**src/rtl/demux_pkg.sv**
```systemverilog
// Shared constants and helpers for the demux_pack_n lane packer.
package demux_pkg;

    localparam logic MODE_EXPLICIT = 1'b0;
    localparam logic MODE_AUTO     = 1'b1;

    // Bit offset of lane k inside a packed frame of w-bit lanes.
    function automatic int lane_offset(input int k, input int w);
        return k * w;
    endfunction

endpackage

```
**src/rtl/lane_ptr_ctr.sv**
```systemverilog
// Wrap-around lane pointer: counts 0..MODULUS-1 with enable and synchronous clear.
module lane_ptr_ctr #(
    parameter int MODULUS = 4,
    parameter int CNT_W   = 2
) (
    input  logic             inClock,
    input  logic             inReset,
    input  logic             inEnable,
    input  logic             inClear,
    output logic [CNT_W-1:0] outCount
);

    logic [CNT_W-1:0] r_cnt;

    always_ff @(posedge inClock) begin
        if (!inReset) begin
            r_cnt <= '0;
        end else if (inClear) begin
            r_cnt <= '0;
        end else if (inEnable) begin
            if (r_cnt == CNT_W'(MODULUS - 1)) begin
                r_cnt <= '0;
            end else begin
                r_cnt <= r_cnt + CNT_W'(1);
            end
        end
    end

    assign outCount = r_cnt;

endmodule

```
**src/rtl/demux_pack_n.sv**
```systemverilog
// Registered 1-to-N demultiplexer that packs lane writes into N*W-bit frames.
module demux_pack_n
    import demux_pkg::*;
#(
    parameter  int N_LANES = 4,
    parameter  int DATA_W  = 4,
    localparam int SEL_W   = $clog2(N_LANES)
) (
    input  logic                        inClock,
    input  logic                        inReset,
    input  logic                        inValid,
    input  logic [DATA_W-1:0]           inData,
    input  logic [SEL_W-1:0]            inSel,
    input  logic                        inMode,
    input  logic                        inClear,
    output logic [N_LANES*DATA_W-1:0]   outData,
    output logic [N_LANES-1:0]          outLaneValid,
    output logic [N_LANES*DATA_W-1:0]   outFrame,
    output logic                        outFrameValid,
    output logic                        outOverwrite
);

    logic [N_LANES*DATA_W-1:0] r_data;
    logic [N_LANES*DATA_W-1:0] r_frame;
    logic [N_LANES-1:0]        r_lane_valid;
    logic                      r_frame_valid;
    logic                      r_overwrite;
    logic                      r_prev_mode;

    logic [SEL_W-1:0]          w_ptr;
    logic [SEL_W-1:0]          w_target;
    logic                      w_in_range;
    logic                      w_flush;
    logic                      w_write;
    logic [N_LANES-1:0]        w_onehot;
    logic [N_LANES-1:0]        w_lane_valid_nxt;
    logic [N_LANES*DATA_W-1:0] w_data_nxt;
    logic                      w_hit_valid;
    logic                      w_complete;

    // A mode change flushes the partial frame exactly like inClear.
    assign w_flush    = inClear || (inMode != r_prev_mode);
    assign w_target   = (inMode == MODE_AUTO) ? w_ptr : inSel;
    assign w_in_range = ({1'b0, w_target} < (SEL_W + 1)'(N_LANES));
    assign w_write    = inValid && !w_flush && w_in_range;

    always_comb begin
        w_onehot   = '0;
        w_data_nxt = r_data;
        for (int k = 0; k < N_LANES; k++) begin
            if (w_write && (w_target == SEL_W'(k))) begin
                w_onehot[k] = 1'b1;
                w_data_nxt[lane_offset(k, DATA_W) +: DATA_W] = inData;
            end
        end
    end

    assign w_lane_valid_nxt = r_lane_valid | w_onehot;
    assign w_hit_valid      = |(r_lane_valid & w_onehot);
    assign w_complete       = &w_lane_valid_nxt;

    lane_ptr_ctr #(
        .MODULUS (N_LANES),
        .CNT_W   (SEL_W)
    ) u_ptr (
        .inClock  (inClock),
        .inReset  (inReset),
        .inEnable (w_write && (inMode == MODE_AUTO)),
        .inClear  (w_flush),
        .outCount (w_ptr)
    );

    always_ff @(posedge inClock) begin
        if (!inReset) begin
            r_data        <= '0;
            r_frame       <= '0;
            r_lane_valid  <= '0;
            r_frame_valid <= 1'b0;
            r_overwrite   <= 1'b0;
            r_prev_mode   <= 1'b0;
        end else begin
            r_prev_mode   <= inMode;
            r_frame_valid <= 1'b0;
            r_overwrite   <= 1'b0;
            if (w_flush) begin
                r_lane_valid <= '0;
            end else if (w_write) begin
                r_data      <= w_data_nxt;
                r_overwrite <= w_hit_valid;
                if (w_complete) begin
                    r_frame       <= w_data_nxt;
                    r_frame_valid <= 1'b1;
                    r_lane_valid  <= '0;
                end else begin
                    r_lane_valid <= w_lane_valid_nxt;
                end
            end
        end
    end

    assign outData       = r_data;
    assign outLaneValid  = r_lane_valid;
    assign outFrame      = r_frame;
    assign outFrameValid = r_frame_valid;
    assign outOverwrite  = r_overwrite;

endmodule

```
**config.mk**
```make
export PLATFORM = sky130hd
export DESIGN_NAME = demux_pack_n
export DESIGN_NICKNAME = d
export VERILOG_FILES = /design/src/rtl/demux_pkg.sv /design/src/rtl/lane_ptr_ctr.sv /design/src/rtl/demux_pack_n.sv
export SDC_FILE = /design/constraint.sdc
export NUM_CORES = 1
export LEC_CHECK = 0
export BUFFER_PORTS_ARGS = -buffer_cell sky130_fd_sc_hd__buf_2
export CORE_ASPECT_RATIO = 0.7
export CORE_MARGIN = 2
export CORE_UTILIZATION = 35
export CTS_BUF_LIST = sky130_fd_sc_hd__clkbuf_2 sky130_fd_sc_hd__clkbuf_4 sky130_fd_sc_hd__clkbuf_8
export CTS_CLUSTER_SIZE = 40
export DETAILED_ROUTE_END_ITERATION = 10
export GPL_ROUTABILITY_DRIVEN = 0
export PLACE_DENSITY = 0.61
export SLEW_MARGIN = 0
export SYNTH_ARGS = -nofsm -noshare
export SYNTH_HDL_FRONTEND = slang
export SYNTH_SLANG_ARGS = --single-unit
```
**constraint.sdc**
```tcl
create_clock -name inClock -period 2.47 [get_ports inClock]
set_input_delay 0 -clock inClock [delete_from_list [all_inputs] [get_ports inClock]]
set_output_delay 0 -clock inClock [all_outputs]
set_load 0.02 [all_outputs]
```
==> metrics.txt, run 1 <==
Seq pwr share=0.571; Area contributors post-synth=dfxtp_1 (46%), mux2i_1 (10%), mux2_4 (8.5%), and2_1 (5.6%), nor2b_1 (5.6%); Crit path arrival time=2.39 ns; CP required=2.65 ns; CTS tree=built; post-layout util=0.453; Hold Slack=0.0645 ns; first-pass GRT wire length=5840 um; Static Leak=0.959 nW; total power=1.17 mW; setup tns final=0 ns; Post-CTS Setup Bufs=0; Clock Latency Late Sink=0.29 ns; sequential area share after synthesis=0.462; slew margin rel.=0.678; Worst setup EP type=flop; aggregate global routing overflow=0; slack of the critical path=0.259 ns; chip width=89.1 um; outcome=completed; share of cells above drive strength 1=0.394; Power Internal=0.900 mW; min-delay worst type=in -> reg; synthesized netlist cell count=154; Buffers on Ports=48; clk sinks=41; crit path max-delay cell type=or3b_4; synthesized area=0.00178 mm^2; diode count=0; Post-route DRC=0; final setup fails=0; cell taking the most area after synthesis=dfxtp_1; gr usage total=0.136; worst flop-to-flop path startpoint=r_prev_mode; most common cell after layout, fill and taps aside=buf_2; YS warnings=0; CP max FO=20; Worst-path clk slew=0.08 ns; Sw Pwr=0.270 mW; Post-DP Area=0.00210 mm^2; via count=1251; Synth-to-Final Area Change=23.3%; Mean Syn Cell Area=11.5 um^2; Post-Syn Nets=166; starting density of the core=0.367; die height=63.6 um; commonest non-fill, non-tap cells in the layout=buf_2 (48), dfxtp_1 (41), mux2i_1 (18), nor2b_1 (16), and2_1 (16); Final Hold Vio Count=0; IO Pins=49; flops & latches, synth=41; Post-Route WL=3640 um; crit path launch=r_prev_mode; worst path buffer plus inverter count=1; Placement Rows=21; sw frac=0.231; Pre-antenna DRT Iters=4; core area=0.00483 mm^2; CTS root buf=clkbuf_8; DR iter-0 viols=67; fin crit share=0.895; Reg2Reg Depth=6; Slew Viols, Final=0; worst path cell trace=or3b_4 > a211oi_4 > o22ai_2 > nor4_4 > buf_12 > mux2_1; H-tree levels=2; worst reg2reg setup slack=0.26 ns; Post-synth top flop=dfxtp_1; Cell Count, Final, Fillers Out=277; Clock Skews=0.00455 ns; fin area=0.00219 mm^2; crit-path max cell delay=0.42 ns; largest net degree at the start of global routing=36; Post-synth EDFFs=0; hold_buf cts=0; initial antenna violation count=0; die area=0.00567 mm^2; Nets=219; worst slack at placement=0.272 ns; Combinational Power Share=0.060; Inserted Clock Buffers=5; Peak Freq=452 MHz; FFs w/ async S/R, synth=0; post-synth cell types=30; Worst setup endpoint=outFrame[13]; share of Yosys cell area claimed by the top area cell type=0.462; DP Cell Count=269; critical path startpoint category=flop; min Tclk post-route=2.21 ns; Worst Tran Pin Value=0.483 ns; kind of critical path=reg -> reg; Post-DP HPWL=2600 um; Via density=4.52; Max Cap Viol=0; RSZ-0062 raised after global routing=no; VDD IR max=0.291 mV; pwr/cell area=534 mW/mm^2; Wirelength per Cell=13.1 um; vias in the first global route=1209; PostCTS Resize Cnt=0; WP depth=6; clock power share=0.368; reg-to-reg endpoint=outFrame[13]; family with the most delay on the worst path=simple AND/OR/NAND/NOR gates; Bufs on Longest Clock Path=2; post-route ant nets=0
## cells by family after synthesis
kind of cell	count (synthesis)	share of synthesized area
buffers and inverters	8	0.0296
DFF	41	0.462
and+or+nand+nor	57	0.198
muxes	35	0.230
AOI/OAI and AO/OA	11	0.0677
xor gates and xnor gates	1	0.00493
adders and majority gates	1	0.00705
## synthesized netlist by cell type, types with 2 or more instances
library cell	count
a21oi_1	3
clkbuf_1	4
nor2_1	6
and2_1	16
mux2_1	5
nand3_1	3
nor2b_1	16
a211oi_4	2
mux2_4	10
dfxtp_1	41
nand2_1	3
nor3_1	5
mux2_2	2
mux2i_1	18
buf_6	3
a211oi_2	2
nand3b_1	2
## how the worst min path moves through the flow
stage / endpoint / start / cells past startpoint
after floorplan: outData[15] / inReset / 1
after global placement: r_prev_mode / inMode / 2
after detailed placement: outData[12] / inData[0] / 3
after CTS: r_prev_mode / inMode / 2
after global routing: r_prev_mode / inMode / 2
final: outData[12] / inData[0] / 3
## state kept, by name, summed over array words and instances, names as in the netlist
signal	cells
outFrame	16
outData	16
outLaneValid	4
outFrameValid	1
u_ptr.outCount	2
outOverwrite	1
r_prev_mode	1
## area by class of cell
cell class / count / area [um^2]
clock buffer: 6 / 76.3
clock inverter: 2 / 10.0
fill: 475 / 2650
inverter: 1 / 3.75
multi-input combinational: 105 / 902
sequential: 41 / 821
tap: 69 / 86.3
timing repair buffer: 53 / 290
## power by group through the flow
stage	clock (mW)	sequential (mW)	combinational (mW)
3_3_place_gp	0	0.684	0.0709
5_1_grt	0.472	0.669	0.0767
6_report	0.431	0.669	0.0705
3_5_place_dp	0	0.684	0.0705
4_1_cts	0.448	0.668	0.0707
2_1_floorplan	0	0.688	0.0433
## worst register-to-register path, stage by stage, from the launching register on
cell and delay, ns:
dfxtp_1 0.36, or3b_4 0.43, a211oi_4 0.28, o22ai_2 0.14, nor4_4 0.33, buf_12 0.23
mux2_1 0.34
## metal layers
layer	up-vias	track usage	wire, um
met4	0	0.0448	52
met5	-	0	0
met3	9	0.0550	245
li1	636	-	-
met1	579	0.186	1850
met2	27	0.192	1490
No activity file was read; power rests on OpenSTA's default activity.
==> inputs of run 2 (changes only) <==
Settings changed: CORE_ASPECT_RATIO 0.7 to not set.
==> metrics.txt, run 2 (same netlist as run 1, synthesis figures left out) <==
largest net degree at the start of global routing=36; die area=0.00566 mm^2; Clock Skews=0.00678 ns; Final Hold Vio Count=0; RSZ-0062 raised after global routing=no; gr usage total=0.136; CTS root buf=clkbuf_8; outcome=completed; Clock Latency Late Sink=0.29 ns; family with the most delay on the worst path=simple AND/OR/NAND/NOR gates; min Tclk post-route=2.22 ns; clk sinks=41; VDD IR max=0.327 mV; Pre-antenna DRT Iters=4; Combinational Power Share=0.061; die height=75.2 um; commonest non-fill, non-tap cells in the layout=buf_2 (48), dfxtp_1 (41), mux2i_1 (18), nor2b_1 (16), and2_1 (16); vias in the first global route=1200; most common cell after layout, fill and taps aside=buf_2; Buffers on Ports=48; starting density of the core=0.369; Placement Rows=25; Nets=220; Worst setup EP type=flop; Via density=4.54; CP required=2.64 ns; via count=1252; Seq pwr share=0.572; PostCTS Resize Cnt=0; CP max FO=20; share of cells above drive strength 1=0.397; Synth-to-Final Area Change=23.6%; Post-DP HPWL=2660 um; crit path max-delay cell type=or3b_4; Wirelength per Cell=13.4 um; CTS tree=built; setup tns final=0 ns; Post-Route WL=3690 um; Post-DP Area=0.00211 mm^2; Sw Pwr=0.268 mW; chip width=75.2 um; Static Leak=0.964 nW; IO Pins=49; Bufs on Longest Clock Path=2; slew margin rel.=0.676; Peak Freq=450 MHz; Post-CTS Setup Bufs=0; pwr/cell area=532 mW/mm^2; sw frac=0.229; fin crit share=0.899; first-pass GRT wire length=5710 um; worst path buffer plus inverter count=1; filler cell count=485; crit-path max cell delay=0.42 ns; slack of the critical path=0.249 ns; Worst Tran Pin Value=0.485 ns; Slew Viols, Final=0; post-route ant nets=0; kind of critical path=reg -> reg; Power Internal=0.900 mW; Crit path arrival time=2.39 ns; core area=0.00482 mm^2; Inserted Clock Buffers=5; clock power share=0.367; final setup fails=0; min-delay worst type=in -> reg; Max Cap Viol=0; hold_buf cts=0; DR iter-0 viols=36; worst slack at placement=0.257 ns; critical path startpoint category=flop; H-tree levels=2; aggregate global routing overflow=0; diode count=0; Worst-path clk slew=0.07 ns; initial antenna violation count=0; fin area=0.00219 mm^2; worst path cell trace=or3b_4 > a211oi_4 > o22ai_2 > nor4_4 > buf_12 > mux2_1; Post-route DRC=0
run 2: cell type report:
type / count / area [um^2] / share of cell area
multi-input combinational: 105 / 902 / 0.411
sequential: 41 / 821 / 0.374
timing repair buffer: 54 / 298 / 0.136
tap: 67 / 83.8 / 0.0382
clock buffer: 6 / 76.3 / 0.0348
clock inverter: 2 / 10.0 / 0.00456
inverter: 1 / 3.75 / 0.00171
run 2: power by group through the flow:
stage / combinational [mW] / clock [mW] / sequential [mW]
global placement: 0.0721 / 0 / 0.684
global route: 0.0776 / 0.466 / 0.669
floorplan: 0.0433 / 0 / 0.688
detailed placement: 0.0717 / 0 / 0.684
CTS: 0.0724 / 0.442 / 0.668
finish: 0.0715 / 0.428 / 0.668
run 2: layer usage:
metal  routed length, um  GRT usage
met1                1860      0.182
met2                1580      0.202
met3                 239     0.0576
met4                  12     0.0351
met5                   0          0
run 2: worst paths after layout:
kind,start,end,slack (ns),depth (start not counted)
worst min-delay path,inMode,r_prev_mode,0.06,2
worst max register to register,r_prev_mode,outFrame[14],0.25,6
worst min register to register,outFrame[3],outFrame[3],0.47,2
worst max-delay path,r_prev_mode,outFrame[14],0.25,6
run 2: stage by stage:
step                      hold WS, ns  instances  total power [mW]  utilization
after floorplan                 0.170        154             0.731            -
after global placement          0.353        268             0.756        0.438
after detailed placement        0.353        268             0.756        0.438
after CTS                      0.0478        276              1.18        0.456
final                          0.0618        276              1.17        0.456
after global routing           0.0611        276              1.21        0.456
run 2: worst reg2reg max path, delay by kind of cell, from the launching register on:
family,cells,cell delay (ns)
buffers and inverters,1,0.22
and+or+nand+nor,2,0.74
muxes,1,0.35
DFF,1,0.36
AOI/OAI and AO/OA,2,0.44
